## src/rtl/aes_spi_frame_slave.sv

```systemverilog
// Framed serial slave: cmd/msg/key in on SIMO, one AES launch, result out on SOMI (1 bit/clk, no backpressure).
// Key reuse (cmd[1]) exists only when SPI_SLAVE_KEY_REUSE_EN is defined; otherwise cmd[1]=1 is rejected.
module aes_spi_frame_slave #(
  parameter int DATA_W = 128,
  parameter int KEY_W  = 128,
  parameter int CMD_W  = 8
) (
  input  logic              clk,
  input  logic              rst,
  input  logic              cs_n,
  input  logic              SIMO,
  output logic              SOMI,
  output logic              core_start,
  output logic [DATA_W-1:0] core_msg,
  output logic [KEY_W-1:0]  core_key,
  output logic              core_decrypt,
  input  logic              core_done,
  input  logic [DATA_W-1:0] core_result,
  output logic              busy,
  output logic              err
);

  localparam int MAX_DK = (DATA_W > KEY_W) ? DATA_W : KEY_W;
  localparam int MAX_W  = (MAX_DK > CMD_W) ? MAX_DK : CMD_W;
  localparam int CNT_W  = $clog2(MAX_W);

  // Bit 0 of the command is sampled in IDLE, so CMD itself sees CMD_W-1 bits.
  localparam logic [CNT_W-1:0] CMD_LAST = CNT_W'(CMD_W - 2);
  localparam logic [CNT_W-1:0] MSG_LAST = CNT_W'(DATA_W - 1);
  localparam logic [CNT_W-1:0] KEY_LAST = CNT_W'(KEY_W - 1);

  typedef enum logic [2:0] {
    ST_IDLE, ST_CMD, ST_MSG, ST_KEY, ST_START, ST_WAIT, ST_SEND, ST_END
  } state_t;

  state_t             state, state_nxt;
  logic [CNT_W-1:0]   cnt;
  logic [CMD_W-2:0]   cmd_sh;
  logic [KEY_W-2:0]   key_sh;
  logic [DATA_W-2:0]  res_sh;
  logic [CMD_W-1:0]   cmd_full;
  logic               cmd_ok;
  logic               cmd_done;
  logic               bad_cmd;
  logic               abort;
  logic               reuse_q;

  assign cmd_full = {SIMO, cmd_sh};
  assign cmd_done = (state == ST_CMD) && !cs_n && (cnt == CMD_LAST);
  assign bad_cmd  = cmd_done && !cmd_ok;
  assign abort    = cs_n && ((state == ST_CMD) || (state == ST_MSG) || (state == ST_KEY));

`ifdef SPI_SLAVE_KEY_REUSE_EN
  assign cmd_ok = (cmd_full[CMD_W-1:2] == '0);

  always_ff @(posedge clk or posedge rst) begin
    if (rst) begin
      reuse_q <= 1'b0;
    end else if (cmd_done && cmd_ok) begin
      reuse_q <= cmd_full[1];
    end
  end
`else
  assign cmd_ok  = (cmd_full[CMD_W-1:1] == '0);
  assign reuse_q = 1'b0;
`endif

  always_ff @(posedge clk or posedge rst) begin
    if (rst) begin
      state <= ST_IDLE;
    end else begin
      state <= state_nxt;
    end
  end

  always_comb begin
    state_nxt = state;
    case (state)
      ST_IDLE:  if (!cs_n) state_nxt = ST_CMD;
      ST_CMD: begin
        if (cs_n)          state_nxt = ST_IDLE;
        else if (cmd_done) state_nxt = cmd_ok ? ST_MSG : ST_END;
      end
      ST_MSG: begin
        if (cs_n)                  state_nxt = ST_IDLE;
        else if (cnt == MSG_LAST)  state_nxt = reuse_q ? ST_START : ST_KEY;
      end
      ST_KEY: begin
        if (cs_n)                  state_nxt = ST_IDLE;
        else if (cnt == KEY_LAST)  state_nxt = ST_START;
      end
      ST_START: state_nxt = core_done ? ST_SEND : ST_WAIT;
      ST_WAIT:  if (core_done) state_nxt = ST_SEND;
      ST_SEND:  if (cnt == MSG_LAST) state_nxt = ST_END;
      ST_END:   if (cs_n) state_nxt = ST_IDLE;
      default:  state_nxt = ST_IDLE;
    endcase
  end

  always_comb begin
    busy       = (state != ST_IDLE);
    core_start = (state == ST_START);
  end

  always_ff @(posedge clk or posedge rst) begin
    if (rst) begin
      cnt          <= '0;
      cmd_sh       <= '0;
      key_sh       <= '0;
      res_sh       <= '0;
      core_msg     <= '0;
      core_key     <= '0;
      core_decrypt <= 1'b0;
      SOMI         <= 1'b0;
      err          <= 1'b0;
    end else begin
      err <= abort || bad_cmd;
      cnt <= (state_nxt != state) ? '0 : cnt + CNT_W'(1);
      case (state)
        ST_IDLE: begin
          if (!cs_n) cmd_sh <= {SIMO, cmd_sh[CMD_W-2:1]};
        end
        ST_CMD: begin
          if (cmd_done) begin
            if (cmd_ok) core_decrypt <= cmd_full[0];
          end else if (!cs_n) begin
            cmd_sh <= {SIMO, cmd_sh[CMD_W-2:1]};
          end
        end
        ST_MSG: begin
          if (!cs_n) core_msg <= {SIMO, core_msg[DATA_W-1:1]};
        end
        ST_KEY: begin
          // Key is staged so an aborted frame leaves core_key untouched.
          if (!cs_n) begin
            if (cnt == KEY_LAST) core_key <= {SIMO, key_sh};
            else                 key_sh   <= {SIMO, key_sh[KEY_W-2:1]};
          end
        end
        ST_START, ST_WAIT: begin
          if (core_done) begin
            SOMI   <= core_result[0];
            res_sh <= core_result[DATA_W-1:1];
          end
        end
        ST_SEND: begin
          if (cnt == MSG_LAST) begin
            SOMI <= 1'b0;
          end else begin
            SOMI   <= res_sh[0];
            res_sh <= res_sh >> 1;
          end
        end
        ST_END:  SOMI <= 1'b0;
        default: SOMI <= 1'b0;
      endcase
    end
  end

endmodule

```

## config.mk

```make
export PLATFORM = sky130hd
export DESIGN_NAME = aes_spi_frame_slave
export DESIGN_NICKNAME = d
export VERILOG_FILES = /design/src/rtl/aes_spi_frame_slave.sv
export SDC_FILE = /design/constraint.sdc
export NUM_CORES = 1
export LEC_CHECK = 0
export CAP_MARGIN = 5
export CORE_MARGIN = 3
export CORE_UTILIZATION = 30
export DETAILED_ROUTE_END_ITERATION = 16
export GPL_ROUTABILITY_DRIVEN = 0
export GPL_TIMING_DRIVEN = 1
export PLACE_DENSITY = 0.61
export RECOVER_POWER = 50
export SETUP_SLACK_MARGIN = 0.1
export SLEW_MARGIN = 5
export SYNTH_ARGS = -nofsm -noshare
export SYNTH_HDL_FRONTEND = slang
export SYNTH_SLANG_ARGS = --single-unit
```

## constraint.sdc

```tcl
create_clock -name clk -period 18.45 [get_ports clk]
set_input_delay 2.7675 -clock clk [delete_from_list [all_inputs] [get_ports clk]]
set_output_delay 2.7675 -clock clk [all_outputs]
set_load 0.02 [all_outputs]
```

==> impl_metrics.json, run 1 <==
{
  "status": "finished, violations left",
  "violations": "max-capacitance violations, max-slew violations",
  "synth_area_um2": 21190,
  "hold_viol_final": 0,
  "h-tree-depth": 2,
  "grt_max_degree": 169,
  "cts_made_buffers": 57,
  "ctsResizeCount": 0,
  "die_area_um2": 73870,
  "vias": 12630,
  "core_area_um2": 69310,
  "fmax_mhz": 122.3,
  "setup_viol_count_final": 0,
  "worstPathArrival_ns": 8.74,
  "switching_share_pct": 26.42,
  "yosysTopAreaCell": "dfrtp_1",
  "cp_num_buf_inv": 4,
  "start_util_pct": 30.58,
  "p_clk_share_pct": 39.3,
  "routed_wirelength_um": 47860,
  "antenna_found_initial": 6,
  "p_leak_uw": 0.01471,
  "stdcell_count": 2836,
  "crit_slowest_cell": "clkinvlp_2",
  "slew_headroom_pct": -274.1,
  "grt_first_pass_wirelength_um": 77020,
  "grtUsageMet1_pct": 16.05,
  "holdWs_ns": 0.4761,
  "dp_hpwl_um": 31980,
  "cts-root-buf": "clkbuf_16",
  "crit_fanout": 127,
  "met3_usage_pct": 4.640,
  "crit_type": "input port to async pin",
  "cts.sinks": 530,
  "io_buffer_count": 393,
  "drv_slew": 326,
  "cpPeakStageDelay_ns": 3.08,
  "grt-ovfl-total": 0,
  "endpoint_kind": "async pin",
  "syn2layout_area_growth_pct": 31.22,
  "cts_hold_buffers": 0,
  "grt-busiest-layer": "met2",
  "setup_slack_ns": 10.28,
  "synthTopCellsByArea": "dfrtp_1 63%, mux2_2 19%, mux2i_1 6.0%",
  "tritoncts": "yes",
  "die_width_um": 271.8,
  "critPathRequiredTime_ns": 19.01,
  "cap_violations": 5,
  "via_per_inst": 4.454,
  "ys_warn_count": 0,
  "drcViolationCount": 0,
  "period_share_pct": 44.31,
  "post-place-cells": 2726,
  "rows": 96,
  "syn_nets": 1615,
  "synth.avg_cell_area_um2": 14.32,
  "synth-seq-area-share_pct": 62.58,
  "ios": 394,
  "postCtsSetupRepairBufs": 0,
  "path_cells": "dlygate4sd3_1 > clkinvlp_2 > buf_4 > buf_4",
  "drive_gt1_share_pct": 26.37,
  "p_per_area_nw_per_um2": 105.4,
  "synth_seq_cells": 530,
  "tightest_slew_ns": 5.612,
  "synth_commonest_cells": "530 x dfrtp_1, 361 x mux2_2, 140 x nand2_1",
  "postSynth.asyncResetShare_pct": 100.0,
  "p_switching_uw": 774.5,
  "wl_per_cell_um": 16.88,
  "fin_nets": 1989,
  "clk_path_buf_depth": 3,
  "synth_top_area_share_pct": 62.58,
  "clk_pin_slew_ns": 0.06,
  "dieHeight_um": 271.8,
  "start_kind": "input port",
  "peakVddDrop_v": 0.00007240,
  "nFillCells": 6426,
  "fin_skew_ns": 0.02017,
  "syn_inst": 1480,
  "period_needed_ns": 8.175,
  "drtIter0Drc": 730,
  "ys_types": 42,
  "comb_power_share_pct": 12.5,
  "dp_slack_ns": 12.30,
  "drt_first_pass_iters": 4,
  "internal_power_uw": 2157,
  "met2_usage_pct": 20.75,
  "hp-class": "flip-flop to flip-flop",
  "yosysMostFrequentCell": "dfrtp_1",
  "grt_pass1_vias": 13400,
  "postRouteAntennaNets": 0,
  "synth_ff_type": "dfrtp_1",
  "path_common_cell": "buf_4",
  "clkLatencyLatePin_ns": 0.61,
  "rsz0062_at_grt": "false",
  "fin_setup_tns_ns": 0,
  "seq_power_share_pct": 48.2,
  "synth-edff-count": 0,
  "track_usage_pct": 12.79,
  "crit_family": "buffers and inverters"
}
[area by class of cell]
| class | count | area (µm²) | share of cell area, % |
|---|---|---|---|
| sequential | 530 | 13260 | 47.69 |
| multi-input combinational | 856 | 7386 | 26.56 |
| timing repair buffer | 406 | 4036 | 14.51 |
| clock buffer | 83 | 1725 | 6.204 |
| tap | 931 | 1165 | 4.189 |
| clock inverter | 22 | 209.0 | 0.7514 |
| inverter | 3 | 12.51 | 0.04499 |
| antenna | 5 | 12.51 | 0.04499 |
[kinds of logic after synthesis]
| kind of cell | Yosys count | synth area share [%] |
|---|---|---|
| AO/OA/AOI/OAI | 148 | 3.590 |
| XOR/XNOR | 5 | 0.2067 |
| adder cells (fa/ha/maj) | 2 | 0.1181 |
| buffers and inverters | 94 | 2.521 |
| flip-flops | 530 | 62.58 |
| multiplexers | 518 | 27.31 |
| AND/OR/NAND/NOR | 183 | 3.678 |
[placed cells by master (no fill, tap or decap), drive strengths merged, types with 3 or more instances in the layout]
cell type	n
nand2b	4
nor3	3
dfrtp	530
mux2	391
nand3	3
clkinv	13
diode	5
clkdlybuf4s50	131
clkbuf	85
buf	11
nor2	14
a21oi	6
nor2b	3
xor2	3
nand2	140
clkinvlp	7
mux2i	127
o21ai	135
dlygate4sd3	262
inv	3
[routing by layer]
layer  wire length (µm)  share of wire (%)
met3               3810                8.0
met2              22610                 47
met1              20250                 42
met4               1189                2.5
met5                  0                  0
[worst min-delay path, cell delays in order (launching register included)]
cell and delay (ns):
dfrtp_1 0.34, nand2_1 0.04, o21ai_0 0.06
[power groups by stage]
| stage | Combinational [µW] | Sequential, µW | Clock [µW] |
|---|---|---|---|
| after floorplan | 279 | 1410 | 0 |
| after global placement | 363 | 1430 | 0 |
| after detailed placement | 378 | 1430 | 0 |
| after CTS | 378 | 1420 | 1200 |
| after global routing | 426 | 1440 | 1250 |
| final | 367 | 1410 | 1150 |
[state kept, by name, indices dropped and copies added (netlist names)]
name,flops
core_msg,128
cmd_sh,7
key_sh,127
res_sh,127
SOMI,1
state,3
core_decrypt,1
cnt,7
core_key,128
err,1
[worst paths after layout]
| path | startpoint | endpoint | slack [ns] | cells after the start |
|---|---|---|---|---|
| hold reg to reg | res_sh[11] | res_sh[11] | 0.48 | 2 |
| hold / removal | res_sh[11] | res_sh[11] | 0.48 | 2 |
| max in group clk | cs_n | core_key[21] | 10.91 | 5 |
| min in group asynchronous | rst | core_msg[40] | 4.33 | 2 |
| setup reg to reg | cnt[0] | core_key[21] | 12.85 | 7 |
| setup / recovery | rst | core_key[28] | 10.28 | 4 |
[metrics by stage]
step	utilization (%)	power [µW]	area, µm²
2_1_floorplan	-	1687	21190
3_3_place_gp	37.39	1791	25910
3_5_place_dp	37.39	1812	25910
4_1_cts	40.18	2994	27850
5_1_grt	40.11	3108	27800
6_report	40.12	2932	27810
Note: power is estimated with default switching activity, not from simulation.
==> inputs of run 2 (changes only) <==
==> constraint.sdc (replaced) <==
create_clock -name clk -period 6.7 [get_ports clk]
set_input_delay 1.005 -clock clk [delete_from_list [all_inputs] [get_ports clk]]
set_output_delay 1.005 -clock clk [all_outputs]
set_load 0.02 [all_outputs]
==> run 2 against run 1 <==
Cell area is 0.83% higher. Global-route usage is 0.064 points lower. Power increased to 2.9 times the previous value. Largest cell class unchanged. Register-to-register slack got worse by 11 ns. Count of clock-buffer cells in the layout down 11. Worst setup slack lost 8.2 ns. Critical path type is now input port to flip-flop. Clock skew grew 0.0065 ns. Via count is 0.55% higher. Critical path depth unchanged. The run still ends with max-capacitance violations, max-slew violations left. Core utilization up 0.33 points.
==> impl_metrics.json, run 2 (synthesized netlist as in run 1, its figures left out) <==
{
  "status": "finished, violations left",
  "violations": "max-capacitance violations, max-slew violations",
  "dieHeight_um": 271.8,
  "grt-ovfl-total": 0,
  "fin_nets": 1991,
  "fin_setup_tns_ns": 0,
  "crit_fanout": 54,
  "peakVddDrop_v": 0.0001949,
  "tritoncts": "yes",
  "postRouteAntennaNets": 0,
  "cp_num_cells": 4,
  "ios": 394,
  "drtIter0Drc": 650,
  "cts_hold_buffers": 0,
  "hp-class": "flip-flop to flip-flop",
  "crit_family": "simple AND/OR/NAND/NOR gates",
  "cp_num_buf_inv": 2,
  "hold_viol_final": 0,
  "fmax_mhz": 215.0,
  "setup_slack_ns": 2.049,
  "rows": 96,
  "cap_violations": 5,
  "drt_first_pass_iters": 5,
  "crit_type": "input port to flip-flop",
  "die_width_um": 271.8,
  "p_per_area_nw_per_um2": 298.3,
  "crit_slowest_cell": "or4_1",
  "core_area_um2": 69310,
  "drive_gt1_share_pct": 26.51,
  "track_usage_pct": 12.72,
  "cts_made_buffers": 57,
  "worstPathArrival_ns": 5.12,
  "vias": 12700,
  "endpoint_kind": "flip-flop",
  "cts-root-buf": "clkbuf_16",
  "clkLatencyLatePin_ns": 0.61,
  "start_util_pct": 30.58,
  "slew_headroom_pct": -84.65,
  "period_needed_ns": 4.651,
  "h-tree-depth": 2,
  "dp_slack_ns": 2.728,
  "drv_slew": 209,
  "multi_input_area_um2": 7406,
  "tightest_slew_ns": 2.770,
  "path_cells": "dlygate4sd3_1 > or4_1 > buf_4 > mux2_2",
  "grt_pass1_vias": 13380,
  "rsz0062_at_grt": "false",
  "clk_path_buf_depth": 3,
  "via_per_inst": 4.477,
  "die_area_um2": 73870,
  "setup_viol_count_final": 0,
  "ctsResizeCount": 0,
  "clk_pin_slew_ns": 0.06,
  "critPathRequiredTime_ns": 7.17,
  "min_path_cells": 2,
  "p_leak_uw": 0.01418,
  "seqCellArea_um2": 13260,
  "cpPeakStageDelay_ns": 2.06,
  "dp_hpwl_um": 32300,
  "final_common_cell": "dfrtp_1",
  "final_cell_mix": "530 x dfrtp_1, 361 x mux2_2, 319 x clkdlybuf4s50_1",
  "postCtsSetupRepairBufs": 0,
  "cts.sinks": 530,
  "fin_skew_ns": 0.02669,
  "period_share_pct": 69.42,
  "nFillCells": 6421,
  "drcViolationCount": 0,
  "top_regs": "core_key (128), core_msg (128)",
  "grt_first_pass_wirelength_um": 76510,
  "grt_max_degree": 242,
  "start_kind": "input port",
  "io_buffer_count": 393,
  "antenna_found_initial": 8,
  "finalPower_uw": 8364,
  "syn2layout_area_growth_pct": 32.31,
  "routed_wirelength_um": 47790,
  "wl_per_cell_um": 16.85,
  "r2r_cells": 6
}
## run 2: layout make-up
type	instances	area share, %
Tap cell	931	4.154
Timing Repair Buffer	408	14.60
Clock inverter	32	1.763
Antenna cell	5	0.04462
Sequential cell	530	47.30
Multi-Input combinational cell	856	26.41
Inverter	3	0.04462
Clock buffer	72	5.685
## run 2: metal layers
metal  up-vias  part of all wire [%]  global-route usage, %
met2       288                    47                  20.59
met1      6361                    42                  15.80
met4         4                   2.4                  4.067
li1       5970                     -                      -
met3        77                   7.9                  4.693
met5         -                 0.056                      0
## run 2: worst paths after layout
kind | start | end | slack [ns]
setup / recovery | cs_n | key_sh[43] | 2.05
hold / removal | res_sh[83] | res_sh[83] | 0.48
setup reg to reg | cnt[0] | key_sh[43] | 2.30
hold reg to reg | res_sh[83] | res_sh[83] | 0.48
max in group asynchronous | rst | core_msg[82] | 2.57
min in group asynchronous | rst | core_msg[20] | 1.10
## run 2: metrics by stage
step / util [%] / hold slack [ns] / std cells / instance area, µm²
after floorplan: - / 0.4492 / 1480 / 21200
after global placement: 37.47 / 0.4595 / 2728 / 25970
after detailed placement: 37.47 / 0.4697 / 2728 / 25970
after CTS: 40.49 / 0.4837 / 2832 / 28060
after global routing: 40.45 / 0.4963 / 2835 / 28040
final: 40.46 / 0.4757 / 2837 / 28040
## run 2: worst register-to-register path: stages, from the launching register on
cell     delay, ns
dfrtp_1       0.38
ha_1          0.25
nand4_1       0.15
nor2_1        0.24
or4_1         2.02
buf_4         0.81
mux2_2        0.41
## run 2: power breakdown
| part | internal (µW) | leakage (µW) | total [µW] | switching (µW) |
|---|---|---|---|---|
| clock network | 2140 | 0.00104 | 3450 | 1310 |
| registers | 3630 | 0.00718 | 3890 | 263 |
| logic | 459 | 0.00595 | 1020 | 565 |
